==> config.mk <==
export PLATFORM = sky130hd
export DESIGN_NAME = fwd_hazard_ctrl_flat
export DESIGN_NICKNAME = d
export VERILOG_FILES = /design/src/rtl/fwd_hazard_ctrl_if.sv /design/src/rtl/fwd_hazard_ctrl.sv /design/src/flat_wrapper.sv
export SDC_FILE = /design/constraint.sdc
export NUM_CORES = 1
export LEC_CHECK = 0
export BUFFER_PORTS_ARGS = -buffer_cell sky130_fd_sc_hd__buf_2
export CAP_MARGIN = 30
export CORE_MARGIN = 2
export CORE_UTILIZATION = 55
export DETAILED_ROUTE_END_ITERATION = 8
export PLACE_DENSITY = 0.83
export SLEW_MARGIN = 10
export SYNTH_ARGS = -nofsm -noshare
export SYNTH_HDL_FRONTEND = slang
export SYNTH_SLANG_ARGS = --single-unit
==> constraint.sdc <==
create_clock -name clk -period 4.1 [get_ports clk]
set_input_delay 0.82 -clock clk [delete_from_list [all_inputs] [get_ports clk]]
set_output_delay 0.82 -clock clk [all_outputs]
set_load 0.005 [all_outputs]
==> src/rtl/fwd_hazard_ctrl_if.sv <==
// rtl/fwd_hazard_ctrl_if.sv - decode-side bus between ID stage and the forwarding/hazard controller
interface fwd_hazard_ctrl_if #(
  parameter int REG_ADDR_W = 5,
  parameter int CNT_W      = 16
);
  logic                  id_valid;
  logic [REG_ADDR_W-1:0] id_rs1;
  logic [REG_ADDR_W-1:0] id_rs2;
  logic                  id_rs1_used;
  logic                  id_rs2_used;
  logic [REG_ADDR_W-1:0] id_rd;
  logic                  id_reg_write;
  logic                  id_is_load;
  logic                  flush;
  logic                  stall_out;
  logic [1:0]            fwd_sel_a;
  logic [1:0]            fwd_sel_b;
  logic [CNT_W-1:0]      stall_count;

  // Decode side: presents the instruction, observes stall and selects
  modport master (
    output id_valid, id_rs1, id_rs2, id_rs1_used, id_rs2_used,
    output id_rd, id_reg_write, id_is_load, flush,
    input  stall_out, fwd_sel_a, fwd_sel_b, stall_count
  );

  // Controller side
  modport slave (
    input  id_valid, id_rs1, id_rs2, id_rs1_used, id_rs2_used,
    input  id_rd, id_reg_write, id_is_load, flush,
    output stall_out, fwd_sel_a, fwd_sel_b, stall_count
  );
endinterface

==> src/rtl/fwd_hazard_ctrl.sv <==
// rtl/fwd_hazard_ctrl.sv - EX-stage operand forwarding selects and load-use stall generation
module fwd_hazard_ctrl #(
  parameter int REG_ADDR_W = 5,
  parameter int CNT_W      = 16
) (
  input logic              clk,
  input logic              rst_n,
  fwd_hazard_ctrl_if.slave bus
);

  localparam logic [1:0] SEL_RF  = 2'd0;  // register-file value
  localparam logic [1:0] SEL_MEM = 2'd1;  // EX/MEM result
  localparam logic [1:0] SEL_WB  = 2'd2;  // MEM/WB result

  localparam logic [CNT_W-1:0] CNT_MAX = {CNT_W{1'b1}};

  typedef struct packed {
    logic                  valid;
    logic [REG_ADDR_W-1:0] rd;
    logic                  reg_write;
    logic                  is_load;
  } rec_t;

  typedef struct packed {
    rec_t                  base;
    logic [REG_ADDR_W-1:0] rs1;
    logic [REG_ADDR_W-1:0] rs2;
    logic                  rs1_used;
    logic                  rs2_used;
  } ex_rec_t;

  ex_rec_t          r_ex;
  rec_t             r_mem;
  rec_t             r_wb;
  logic [1:0]       r_sel_a;
  logic [1:0]       r_sel_b;
  logic [CNT_W-1:0] r_stall_count;

  logic             w_ex_hit_rs1;
  logic             w_ex_hit_rs2;
  logic             w_stall;
  logic             w_capture;
  ex_rec_t          w_ex_next;
  logic [1:0]       w_sel_a_next;
  logic [1:0]       w_sel_b_next;
  logic             w_unused;

  // A record produces register s when it is live, writes, targets s, and s is not r0
  function automatic logic writes(input rec_t r, input logic [REG_ADDR_W-1:0] s);
    return r.valid & r.reg_write & (r.rd == s) & (s != '0);
  endfunction

  // Youngest producer wins: the instruction in EX moves to MEM, the one in MEM moves to WB
  function automatic logic [1:0] pick_sel(input logic used,
                                          input logic [REG_ADDR_W-1:0] s,
                                          input rec_t ex,
                                          input rec_t mem);
    logic [1:0] sel;
    sel = SEL_RF;
    if (used) begin
      if (writes(ex, s))       sel = SEL_MEM;
      else if (writes(mem, s)) sel = SEL_WB;
    end
    return sel;
  endfunction

  // Load-use detection against the instruction currently in EX
  always_comb begin
    w_ex_hit_rs1 = bus.id_rs1_used & writes(r_ex.base, bus.id_rs1);
    w_ex_hit_rs2 = bus.id_rs2_used & writes(r_ex.base, bus.id_rs2);
    w_stall      = ~bus.flush & bus.id_valid & r_ex.base.is_load & (w_ex_hit_rs1 | w_ex_hit_rs2);
    // Flush outranks stall; either one puts a bubble into EX
    w_capture    = ~bus.flush & ~w_stall;
  end

  // Next EX record and the selects that travel with it into EX
  always_comb begin
    w_ex_next    = '0;
    w_sel_a_next = SEL_RF;
    w_sel_b_next = SEL_RF;
    if (w_capture) begin
      w_ex_next.base.valid     = bus.id_valid;
      w_ex_next.base.rd        = bus.id_rd;
      w_ex_next.base.reg_write = bus.id_reg_write;
      w_ex_next.base.is_load   = bus.id_is_load;
      w_ex_next.rs1            = bus.id_rs1;
      w_ex_next.rs2            = bus.id_rs2;
      w_ex_next.rs1_used       = bus.id_rs1_used;
      w_ex_next.rs2_used       = bus.id_rs2_used;
      if (bus.id_valid) begin
        // A load in EX never reaches here with a matching consumer (it stalls), so SEL_MEM
        // is never chosen for a load producer.
        w_sel_a_next = pick_sel(bus.id_rs1_used, bus.id_rs1, r_ex.base, r_mem);
        w_sel_b_next = pick_sel(bus.id_rs2_used, bus.id_rs2, r_ex.base, r_mem);
      end
    end
  end

  // Pipeline shadow records: MEM->WB and EX->MEM always advance
  always_ff @(posedge clk or negedge rst_n) begin
    if (!rst_n) begin
      r_ex  <= '0;
      r_mem <= '0;
      r_wb  <= '0;
    end else begin
      r_wb  <= r_mem;
      r_mem <= r_ex.base;
      r_ex  <= w_ex_next;
    end
  end

  // Registered operand-mux selects, aligned with the instruction now in EX
  always_ff @(posedge clk or negedge rst_n) begin
    if (!rst_n) begin
      r_sel_a <= SEL_RF;
      r_sel_b <= SEL_RF;
    end else begin
      r_sel_a <= w_sel_a_next;
      r_sel_b <= w_sel_b_next;
    end
  end

  // Saturating count of stall cycles
  always_ff @(posedge clk or negedge rst_n) begin
    if (!rst_n) begin
      r_stall_count <= '0;
    end else if (w_stall && (r_stall_count != CNT_MAX)) begin
      r_stall_count <= r_stall_count + 1'b1;
    end
  end

  assign bus.stall_out   = w_stall;
  assign bus.fwd_sel_a   = r_sel_a;
  assign bus.fwd_sel_b   = r_sel_b;
  assign bus.stall_count = r_stall_count;

  // WB record, EX source fields and MEM load flag are tracked for debug visibility only
  assign w_unused = ^{r_wb, r_ex.rs1, r_ex.rs2, r_ex.rs1_used, r_ex.rs2_used, r_mem.is_load};

endmodule
==> src/flat_wrapper.sv <==
// flat-port wrapper written by rule: the top's interface ports become plain ports
module fwd_hazard_ctrl_flat 
#(
  parameter int REG_ADDR_W = 5,
  parameter int CNT_W      = 16
)
  (clk, rst_n, bus_id_valid, bus_id_rs1, bus_id_rs2, bus_id_rs1_used, bus_id_rs2_used, bus_id_rd, bus_id_reg_write, bus_id_is_load, bus_flush, bus_stall_out, bus_fwd_sel_a, bus_fwd_sel_b, bus_stall_count);
  fwd_hazard_ctrl_if #(.REG_ADDR_W(REG_ADDR_W), .CNT_W(CNT_W)) bus_i ();
  input logic clk;
  input logic rst_n;
  input wire logic [$bits(bus_i.id_valid)-1:0] bus_id_valid;
  input wire logic [$bits(bus_i.id_rs1)-1:0] bus_id_rs1;
  input wire logic [$bits(bus_i.id_rs2)-1:0] bus_id_rs2;
  input wire logic [$bits(bus_i.id_rs1_used)-1:0] bus_id_rs1_used;
  input wire logic [$bits(bus_i.id_rs2_used)-1:0] bus_id_rs2_used;
  input wire logic [$bits(bus_i.id_rd)-1:0] bus_id_rd;
  input wire logic [$bits(bus_i.id_reg_write)-1:0] bus_id_reg_write;
  input wire logic [$bits(bus_i.id_is_load)-1:0] bus_id_is_load;
  input wire logic [$bits(bus_i.flush)-1:0] bus_flush;
  output wire logic [$bits(bus_i.stall_out)-1:0] bus_stall_out;
  output wire logic [$bits(bus_i.fwd_sel_a)-1:0] bus_fwd_sel_a;
  output wire logic [$bits(bus_i.fwd_sel_b)-1:0] bus_fwd_sel_b;
  output wire logic [$bits(bus_i.stall_count)-1:0] bus_stall_count;
  assign bus_i.id_valid = bus_id_valid;
  assign bus_i.id_rs1 = bus_id_rs1;
  assign bus_i.id_rs2 = bus_id_rs2;
  assign bus_i.id_rs1_used = bus_id_rs1_used;
  assign bus_i.id_rs2_used = bus_id_rs2_used;
  assign bus_i.id_rd = bus_id_rd;
  assign bus_i.id_reg_write = bus_id_reg_write;
  assign bus_i.id_is_load = bus_id_is_load;
  assign bus_i.flush = bus_flush;
  assign bus_stall_out = bus_i.stall_out;
  assign bus_fwd_sel_a = bus_i.fwd_sel_a;
  assign bus_fwd_sel_b = bus_i.fwd_sel_b;
  assign bus_stall_count = bus_i.stall_count;
  fwd_hazard_ctrl #(.REG_ADDR_W(REG_ADDR_W), .CNT_W(CNT_W)) u_core (.clk(clk), .rst_n(rst_n), .bus(bus_i));
endmodule
==> results of run 1 <==
==> critical path, delay by kind of cell <==
family          cells  cell delay (ns)
compound gates      2             0.31
buf+inv             2             0.28
simple gates        2             0.70
==> registers in the layout (all words and copies together) (netlist names) <==
| signal | count |
|---|---|
| u_core.bus.fwd_sel_b | 2 |
| u_core.bus.stall_count | 16 |
| u_core.bus.fwd_sel_a | 2 |
| u_core.r_ex | 8 |
| u_core.r_mem | 7 |
==> cell usage in the layout (no fill, tap or decap) <==
cell type	count
sky130_fd_sc_hd__a31oi_1	2
sky130_fd_sc_hd__a21oi_1	1
sky130_fd_sc_hd__nor4_1	3
sky130_fd_sc_hd__nor4b_1	2
sky130_fd_sc_hd__o21ai_1	2
sky130_fd_sc_hd__nor4_4	1
sky130_fd_sc_hd__a41oi_1	1
sky130_fd_sc_hd__nor2b_1	2
sky130_fd_sc_hd__nand3b_1	1
sky130_fd_sc_hd__ha_1	1
sky130_fd_sc_hd__nor2_1	7
sky130_fd_sc_hd__or4_1	2
sky130_fd_sc_hd__nand4_1	6
sky130_fd_sc_hd__xor2_1	16
sky130_fd_sc_hd__and2_1	11
sky130_fd_sc_hd__buf_2	43
sky130_fd_sc_hd__nor2_2	1
sky130_fd_sc_hd__clkbuf_4	5
sky130_fd_sc_hd__and3_1	3
sky130_fd_sc_hd__nand4b_2	1
sky130_fd_sc_hd__clkbuf_8	1
sky130_fd_sc_hd__nand3b_2	1
sky130_fd_sc_hd__mux2_2	2
sky130_fd_sc_hd__and4_1	3
sky130_fd_sc_hd__a211oi_2	1
sky130_fd_sc_hd__dfrtp_1	35
sky130_fd_sc_hd__nand3_1	12
sky130_fd_sc_hd__bufinv_16	1
sky130_fd_sc_hd__nand2_1	7
sky130_fd_sc_hd__xnor2_1	17
sky130_fd_sc_hd__clkinv_2	1
==> through the flow <==
step	utilization (%)	total power, W	area [um2]	hold WS, ns
CTS	70.5	0.000676	1980	0.391
floorplan	-	0.000391	1650	0.354
global placement	67.4	0.000416	1890	0.360
global route	70.5	0.000695	1980	0.413
finish	70.5	0.000666	1980	0.389
detailed placement	67.4	0.000418	1890	0.370
==> per-layer routing <==
metal  share of wire (%)  wire length [um]  track usage, %  vias to the layer above
met5                   0                 0               0                        -
met1                  42              1320            23.3                      609
li1                    -                 -               -                      598
met2                  50              1550            33.8                       43
met4                 1.9                59            6.82                        0
met3                 5.9               184            7.03                        8
==> logic make-up (layout without fill, tap and decap cells) <==
family                   count (synthesis)  in the layout  synth area share, %
AND/OR/NAND/NOR                         63             63                 23.6
flip-flops                              35             35                 53.1
XOR/XNOR                                33             33                 17.5
AO/OA/AOI/OAI                            7              7                 2.96
multiplexers                             2              2                 1.37
buffers and inverters                    2             51                0.683
adder cells (fa/ha/maj)                  1              1                0.759
==> path summary, 6_finish.rpt <==
path	cells past startpoint	start	to	slack [ns]
worst max register to register	5	u_core.r_ex[15]$_DFF_PN0_	u_core.bus.stall_count[1]$_DFFE_PN0P_	1.81
worst min-delay path	0	u_core.r_ex[13]$_DFF_PN0_	u_core.r_mem[1]$_DFF_PN0_	0.39
max in group asynchronous	1	rst_n	u_core.r_mem[2]$_DFF_PN0_	3.11
worst min register to register	0	u_core.r_ex[13]$_DFF_PN0_	u_core.r_mem[1]$_DFF_PN0_	0.39
worst max-delay path	6	bus_id_rs1[0]	bus_stall_out	1.17
min in group asynchronous	1	rst_n	u_core.bus.stall_count[1]$_DFFE_PN0P_	0.53
==> cell type report <==
cell class | instances | area, um2
timing repair buffer | 43 | 215
clock buffer | 6 | 51.3
tap | 31 | 38.8
clock inverter | 2 | 35.0
multi-input combinational | 106 | 762
sequential | 35 | 876
fill | 232 | 827
==> where the power goes <==
group          switching, W   total, W  internal, W
registers        0.00000687   0.000359     0.000353
logic             0.0000285  0.0000514    0.0000229
clock network      0.000112   0.000256     0.000144
==> impl_metrics.yaml, run 1 <==
run_status:
  outcome: "finished, violations left"
  failed_checks: "design-rule violations"
sta:
  post_route_fraction_of_the_period_consumed_by_the_critical_path_pct: 71.4
  maxSlewHeadroom_pct: 50.4
  final-hold-violation-count: 0
  clock_skew_ns: 0.0117
  tns_ns: 0
  max_freq_ghz: 0.342
  setup_viol: 0
  worst_pin_slew_ns: 0.742
  rsz0062_at_grt: "no"
  min_period_ns: 2.93
  final-max-slew-violation-count: 0
  postLayoutSetupSlackWorst_ns: 1.17
power:
  ir_worst_vdd_v: 0.000183
  power.density_nw_per_um2: 337
  p_leak_nw: 1.00
yosys:
  ys_types: 28
  synthesized_flop_and_latch_total: 35
  synth-edff-count: 0
  synth_top_area_share_pct: 53.1
  synth_async_sr_flop_share_pct: 100
  synthesized_instance_count: 143
  yosys_most_used_dff: "sky130_fd_sc_hd__dfrtp_1"
  synth_top_cells_by_count: "35 x sky130_fd_sc_hd__dfrtp_1, 17 x sky130_fd_sc_hd__xnor2_1, 16 x sky130_fd_sc_hd__xor2_1, 12 x sky130_fd_sc_hd__nand3_1, 11 x sky130_fd_sc_hd__and2_1"
  synth_area_leader_cell: "sky130_fd_sc_hd__dfrtp_1"
  synthesized_area_per_cell_um2: 11.5
  yosysMostFrequentCell: "sky130_fd_sc_hd__dfrtp_1"
  synthesis.yosys.warnings: 0
  yosysSeqAreaShare_pct: 53.1
  synth_nets: 167
  syn-cell-area_um2: 1650
  synth.area.top_cells: "sky130_fd_sc_hd__dfrtp_1 53%, sky130_fd_sc_hd__xnor2_1 9.0%, sky130_fd_sc_hd__xor2_1 8.5%"
setup_path:
  setup.worst_path.end_class: "primary output"
  crit_type: "in2out"
  worstPathArrival_ns: 2.11
  crit_top_cell: "sky130_fd_sc_hd__buf_2"
  crit_path_max_fanout: 4
  worst-endpoint-required_ns: 3.28
  cpMaxStageDelayCell: "sky130_fd_sc_hd__or4_1"
  critical-path-max-stage-delay_ns: 0.51
  sort_of_element_at_the_start_of_the_critical_path: "primary input"
  timing.critical_path.cells: "buf_2, or4_1, o21ai_1, nand3b_2, a21oi_1, buf_2"
clocking:
  post-cts-setup-buffer-count: 0
  clk_root_buffer_cell: "sky130_fd_sc_hd__clkbuf_4"
  ctsLongestPathBuffers: 2
  htree_levels: 2
  cts-resized-gates: 0
  path_clk_slew_ns: 0.10
  cts_made_buffers: 5
  clkLatencyLatePin_ns: 0.34
  clock_sinks: 35
  post_cts_hold_buffer_count: 0
  cts_tree: "done"
drt:
  detail-route-antenna-nets: 0
  drt-total-wl_um: 3110
  route.detailed.vias_per_inst: 5.64
  drt_pre_antenna_iters: 6
  routedWlPerCell_um: 13.9
  drc: 3
  dr.first_iter.drc_count: 38
  via_count: 1258
final_layout:
  layout.nets: 215
  layout-area-overhead-vs-synth_pct: 20.0
  insertedDiodeCount: 0
  layout-drive-gt1-share_pct: 30.2
  fin_cells: 223
placed_design:
  numPortBuffers: 43
  gpl_wtd_cong: 0.883
  placement.setup.worst_slack_ns: 1.19
  place.detailed.hpwl_um: 2390
  place.detailed.instances: 215
global_routing:
  grt_antenna_before_repair: 0
  grt_first_pass_wirelength_um: 5130
  grt_pass1_vias: 1196
  maximum_number_of_pins_on_one_net_before_global_route_repair: 36
  grt_use_total_pct: 19.9
  grt.overflow.total: 0
floorplan:
  start_util_pct: 58.8
  core_area_um2: 2810
  rows: 19
  die_h_um: 58.8
  pin_count: 44
  die_w_um: 58.8
  die-area_um2: 3450
worst_hold_path:
  min-delay-path-class: "reg2reg"
flow_run:
  timing.max_cap.violations: 0
Power figures use the tool's default switching activity.
==> inputs of run 2 (changes only) <==
--- a/config.mk
+++ b/config.mk
@@ -8,9 +8,9 @@
 export BUFFER_PORTS_ARGS = -buffer_cell sky130_fd_sc_hd__buf_2
 export CAP_MARGIN = 30
 export CORE_MARGIN = 2
-export CORE_UTILIZATION = 55
+export CORE_UTILIZATION = 51
 export DETAILED_ROUTE_END_ITERATION = 8
-export PLACE_DENSITY = 0.83
+export PLACE_DENSITY = 0.78
 export SLEW_MARGIN = 10
 export SYNTH_ARGS = -nofsm -noshare
 export SYNTH_HDL_FRONTEND = slang
==> constraint.sdc (replaced) <==
create_clock -name clk -period 3 [get_ports clk]
set_input_delay 0.6 -clock clk [delete_from_list [all_inputs] [get_ports clk]]
set_output_delay 0.6 -clock clk [all_outputs]
set_load 0.005 [all_outputs]
==> impl_metrics.yaml, run 2 (synthesis gave the netlist of run 1 again) <==
placed_design:
  place.detailed.instances: 229
  post_dp_area_um2: 1920
  place.detailed.hpwl_um: 2660
  gpl_wtd_cong: 0.874
  numPortBuffers: 43
final_layout:
  layout-drive-gt1-share_pct: 30.1
  layout-area-overhead-vs-synth_pct: 20.3
  largest_reg_flops: 16
  fin_cells: 237
  layout.cells.most_common_list: "43 x sky130_fd_sc_hd__buf_2, 35 x sky130_fd_sc_hd__dfrtp_1, 17 x sky130_fd_sc_hd__xnor2_1"
  design_area_um2: 1980
  layout.cells.most_common: "sky130_fd_sc_hd__buf_2"
  insertedDiodeCount: 0
  layout.nets: 216
sta:
  rsz0062_at_grt: "no"
  worst_pin_slew_ns: 0.723
  tns_ns: 0
  finalHoldWorstSlack_ns: 0.303
  max_freq_ghz: 0.401
  setup_viol: 0
  final-hold-violation-count: 0
  post_route_fraction_of_the_period_consumed_by_the_critical_path_pct: 83.2
  final-max-slew-violation-count: 0
  min_period_ns: 2.50
  maxSlewHeadroom_pct: 51.8
  clock_skew_ns: 0.00895
clocking:
  htree_levels: 2
  path_clk_slew_ns: 0.10
  clk_root_buffer_cell: "sky130_fd_sc_hd__clkbuf_4"
  cts-resized-gates: 0
  cts_tree: "done"
  clkLatencyLatePin_ns: 0.34
  post_cts_hold_buffer_count: 0
  post-cts-setup-buffer-count: 0
  clock_sinks: 35
  cts_made_buffers: 5
  ctsLongestPathBuffers: 2
setup_path:
  crit_type: "reg2out"
  setup.worst_path.end_class: "primary output"
  worstPathArrival_ns: 1.90
  crit_path_max_fanout: 4
  worst-endpoint-required_ns: 2.40
  sort_of_element_at_the_start_of_the_critical_path: "flip-flop"
  ff2ff_path_depth: 6
floorplan:
  rows: 20
  die-area_um2: 3700
  core_area_um2: 3050
  die_w_um: 60.9
  pin_count: 44
  start_util_pct: 54.0
  die_h_um: 60.9
drt:
  routedWlPerCell_um: 14.4
  route.detailed.vias_per_inst: 5.36
  drt-total-wl_um: 3410
  drt_pre_antenna_iters: 4
  dr.first_iter.drc_count: 53
  detail-route-antenna-nets: 0
  drc: 0
  via_count: 1271
global_routing:
  maximum_number_of_pins_on_one_net_before_global_route_repair: 36
  grt_antenna_before_repair: 0
  grt_use_total_pct: 20.9
  grt_pass1_vias: 1252
  grt.overflow.total: 0
  grt_first_pass_wirelength_um: 5470
worst_hold_path:
  min-delay-path-class: "in2async"
run_status:
  outcome: "complete, no violations"
power:
  power.density_nw_per_um2: 428
  ir_worst_vdd_v: 0.000333
  p_leak_nw: 0.999
flow_run:
  timing.max_cap.violations: 0
==> run 2: cell types whose count changed in the layout (fill, tap and decap cells not counted) <==
cell	change
sky130_fd_sc_hd__bufinv_16	-1
sky130_fd_sc_hd__clkinv_2	-1
sky130_fd_sc_hd__buf_4	+1
sky130_fd_sc_hd__clkbuf_1	+1
sky130_fd_sc_hd__clkbuf_8	+1
==> run 2: final timing paths <==
kind,from,to,slack [ns]
hold / removal,rst_n,u_core.r_ex[13]$_DFF_PN0_,0.30
setup reg to reg,u_core.r_ex[18]$_DFF_PN0_,u_core.bus.stall_count[1]$_DFFE_PN0P_,0.95
setup / recovery,u_core.r_ex[18]$_DFF_PN0_,bus_stall_out,0.50
max in group asynchronous,rst_n,u_core.r_mem[4]$_DFF_PN0_,2.23
min in group clk,u_core.r_ex[19]$_DFF_PN0_,u_core.r_mem[7]$_DFF_PN0_,0.39
hold reg to reg,u_core.r_ex[19]$_DFF_PN0_,u_core.r_mem[7]$_DFF_PN0_,0.39
==> run 2: final cells by class <==
type,count,area [um2]
well taps,44,55.1
multi-input cells,106,762
flip-flops and latches,35,876
clock buffers,8,68.8
fillers,261,1070
repair buffers,44,223
==> run 2: where the power goes <==
part / switching [W] / internal (W)
Clock: 0.000150 / 0.000138
Combinational: 0.0000383 / 0.0000314
Sequential: 0.00000962 / 0.000482
==> run 2: metal layers <==
layer,wire length [um],GRT usage (%),up-vias
li1,-,-,602
met1,1370,23.4,618
met2,1760,35.3,38
met3,145,4.90,13
met4,127,14.0,0
met5,0,0,-
==> run 2: metrics by stage <==
| stage | total power [W] | util, % | setup WS [ns] |
|---|---|---|---|
| 2_1_floorplan | 0.000534 | - | 0.865 |
| 5_1_grt | 0.000894 | 65.0 | 0.351 |
| 4_1_cts | 0.000863 | 65.0 | 0.474 |
| 3_3_place_gp | 0.000568 | 62.7 | 0.557 |
| 3_5_place_dp | 0.000572 | 62.7 | 0.540 |
| 6_report | 0.000849 | 65.0 | 0.504 |
==> run 2: critical path: stages (launching register included) <==
cell and delay [ns]:
sky130_fd_sc_hd__dfrtp_1 0.43, sky130_fd_sc_hd__xor2_1 0.20, sky130_fd_sc_hd__nor4_4 0.31, sky130_fd_sc_hd__nand3b_2 0.16, sky130_fd_sc_hd__a21oi_1 0.29, sky130_fd_sc_hd__buf_2 0.17
==> inputs of run 3 (changes only) <==
==> constraint.sdc (replaced) <==
create_clock -name clk -period 2.6 [get_ports clk]
set_input_delay 0.52 -clock clk [delete_from_list [all_inputs] [get_ports clk]]
set_output_delay 0.52 -clock clk [all_outputs]
set_load 0.005 [all_outputs]
==> impl_metrics.yaml, run 3 (synthesis gave the netlist of run 1 again) <==
clocking:
  clkLatencyLatePin_ns: 0.33
  htree_levels: 2
  cts_tree: "done"
  post_cts_hold_buffer_count: 0
  clk_root_buffer_cell: "sky130_fd_sc_hd__clkbuf_4"
  ctsLongestPathBuffers: 2
  cts_made_buffers: 5
  path_clk_slew_ns: 0.10
  clock_sinks: 35
floorplan:
  start_util_pct: 54.0
  pin_count: 44
  rows: 20
  core_area_um2: 3050
  die_w_um: 60.9
  die-area_um2: 3700
  die_h_um: 60.9
sta:
  final-hold-violation-count: 0
  post_route_fraction_of_the_period_consumed_by_the_critical_path_pct: 91.1
  maxSlewHeadroom_pct: 50.5
  max_freq_ghz: 0.422
  setup_viol: 0
  final-max-slew-violation-count: 0
  finalHoldWorstSlack_ns: 0.243
  min_period_ns: 2.37
  worst_pin_slew_ns: 0.743
  tns_ns: 0
  clock_skew_ns: 0.0131
  rsz0062_at_grt: "no"
final_layout:
  fillers: 258
  layout.cells.most_common: "sky130_fd_sc_hd__buf_2"
  insertedDiodeCount: 0
  largest_reg_flops: 16
  layout-area-overhead-vs-synth_pct: 19.4
  design_area_um2: 1970
  layout-drive-gt1-share_pct: 30.1
  layout.cells.most_common_list: "43 x sky130_fd_sc_hd__buf_2, 35 x sky130_fd_sc_hd__dfrtp_1, 17 x sky130_fd_sc_hd__xnor2_1"
  final_util_pct: 64.5
  layout.nets: 216
drt:
  via_count: 1257
  dr.first_iter.drc_count: 25
  drc: 0
  routedWlPerCell_um: 14.0
  route.detailed.vias_per_inst: 5.30
  drt-total-wl_um: 3320
  detail-route-antenna-nets: 0
  drt_pre_antenna_iters: 4
power:
  power_frac_comb_pct: 8.8
  netSwitchingFraction_pct: 24.1
  internal_power_component_w: 0.000698
  switching_pwr_w: 0.000222
  power_frac_seq_pct: 61.7
  power.density_nw_per_um2: 467
  p_leak_nw: 0.990
  ir_worst_vdd_v: 0.000281
  share_clk_of_total_power_pct: 29.6
placed_design:
  gpl_wtd_cong: 0.857
  post_dp_area_um2: 1920
  numPortBuffers: 43
  place.detailed.hpwl_um: 2510
setup_path:
  sort_of_element_at_the_start_of_the_critical_path: "flip-flop"
  worst-endpoint-required_ns: 2.08
  critical-path-max-stage-delay_ns: 0.43
  setup.worst_path.end_class: "primary output"
  worstPathArrival_ns: 1.85
  timing.critical_path.cells: "xor2_1, nor4_4, nand3b_2, a21oi_2, buf_2"
  crit_path_max_fanout: 4
  crit_type: "reg2out"
  cpMaxStageDelayCell: "sky130_fd_sc_hd__dfrtp_1"
global_routing:
  grt_pass1_vias: 1263
  grt_use_total_pct: 20.4
  grt_first_pass_wirelength_um: 5420
  maximum_number_of_pins_on_one_net_before_global_route_repair: 36
  grt_antenna_before_repair: 0
  grt.overflow.total: 0
worst_hold_path:
  min-delay-path-class: "in2async"
flow_run:
  timing.max_cap.violations: 0
run_status:
  outcome: "complete, no violations"
## run 3: cell types whose count changed in the layout (fill, tap and decap cells not counted)
cell,delta
sky130_fd_sc_hd__a21oi_1,-1
sky130_fd_sc_hd__a21oi_2,+1
sky130_fd_sc_hd__clkbuf_1,+1
sky130_fd_sc_hd__clkbuf_8,-2
sky130_fd_sc_hd__clkinv_2,+1
## run 3: layout make-up
type	instances	area [um2]	share of cell area (%)
Sequential cell	35	876	44.5
Multi-Input combinational cell	106	766	38.9
Timing Repair Buffer	44	223	11.3
Tap cell	44	55.1	2.80
Clock buffer	7	45.0	2.29
Clock inverter	1	5.00	0.254
## run 3: final timing paths
| check | startpoint | to | slack [ns] | cells after the start |
|---|---|---|---|---|
| worst max-delay path | u_core.r_ex[18]$_DFF_PN0_ | bus_stall_out | 0.23 | 5 |
| worst min-delay path | rst_n | u_core.bus.fwd_sel_b[0]$_DFF_PN0_ | 0.24 | 1 |
| worst max register to register | u_core.r_ex[18]$_DFF_PN0_ | u_core.bus.stall_count[8]$_DFFE_PN0P_ | 0.45 | 7 |
| worst min register to register | u_core.r_ex[19]$_DFF_PN0_ | u_core.r_mem[7]$_DFF_PN0_ | 0.39 | 0 |
| max in group asynchronous | rst_n | u_core.r_mem[3]$_DFF_PN0_ | 1.88 | 1 |
| min in group clk | u_core.r_ex[19]$_DFF_PN0_ | u_core.r_mem[7]$_DFF_PN0_ | 0.39 | 0 |
## run 3: routing by layer
layer | routed length (um) | global-route usage (%)
met1 | 1370 | 23.8
met2 | 1790 | 35.5
met3 | 144 | 7.25
met4 | 11 | 5.90
met5 | 0 | 0
## run 3: what timing repair did
| item | CTS | global route |
|---|---|---|
| setup endpoints to repair | 0 | 1 |
| setup buffers | 0 | 0 |
| resized for setup | 0 | 1 |
## run 3: power by group through the flow
stage | Sequential (W) | Clock (W) | Combinational [W]
finish | 0.000567 | 0.000272 | 0.0000807
global route | 0.000569 | 0.000306 | 0.0000910
CTS | 0.000567 | 0.000282 | 0.0000820
detailed placement | 0.000578 | 0 | 0.0000815
global placement | 0.000577 | 0 | 0.0000782
floorplan | 0.000575 | 0 | 0.0000410
## run 3: worst max-delay path: cells and delay by family, from the launching register on
family          cells  cell delay [ns]
simple gates        2             0.51
flops               1             0.43
buf+inv             1             0.15
compound gates      1             0.24
xor+xnor            1             0.20
## run 3: metrics by stage
step           cells  setup slack (ns)  power (W)
5_1_grt          237            0.0417   0.000966
6_report         237             0.230   0.000919
4_1_cts          237             0.146   0.000931
3_3_place_gp     229             0.318   0.000655
3_5_place_dp     229             0.262   0.000659
2_1_floorplan    143             0.613   0.000616
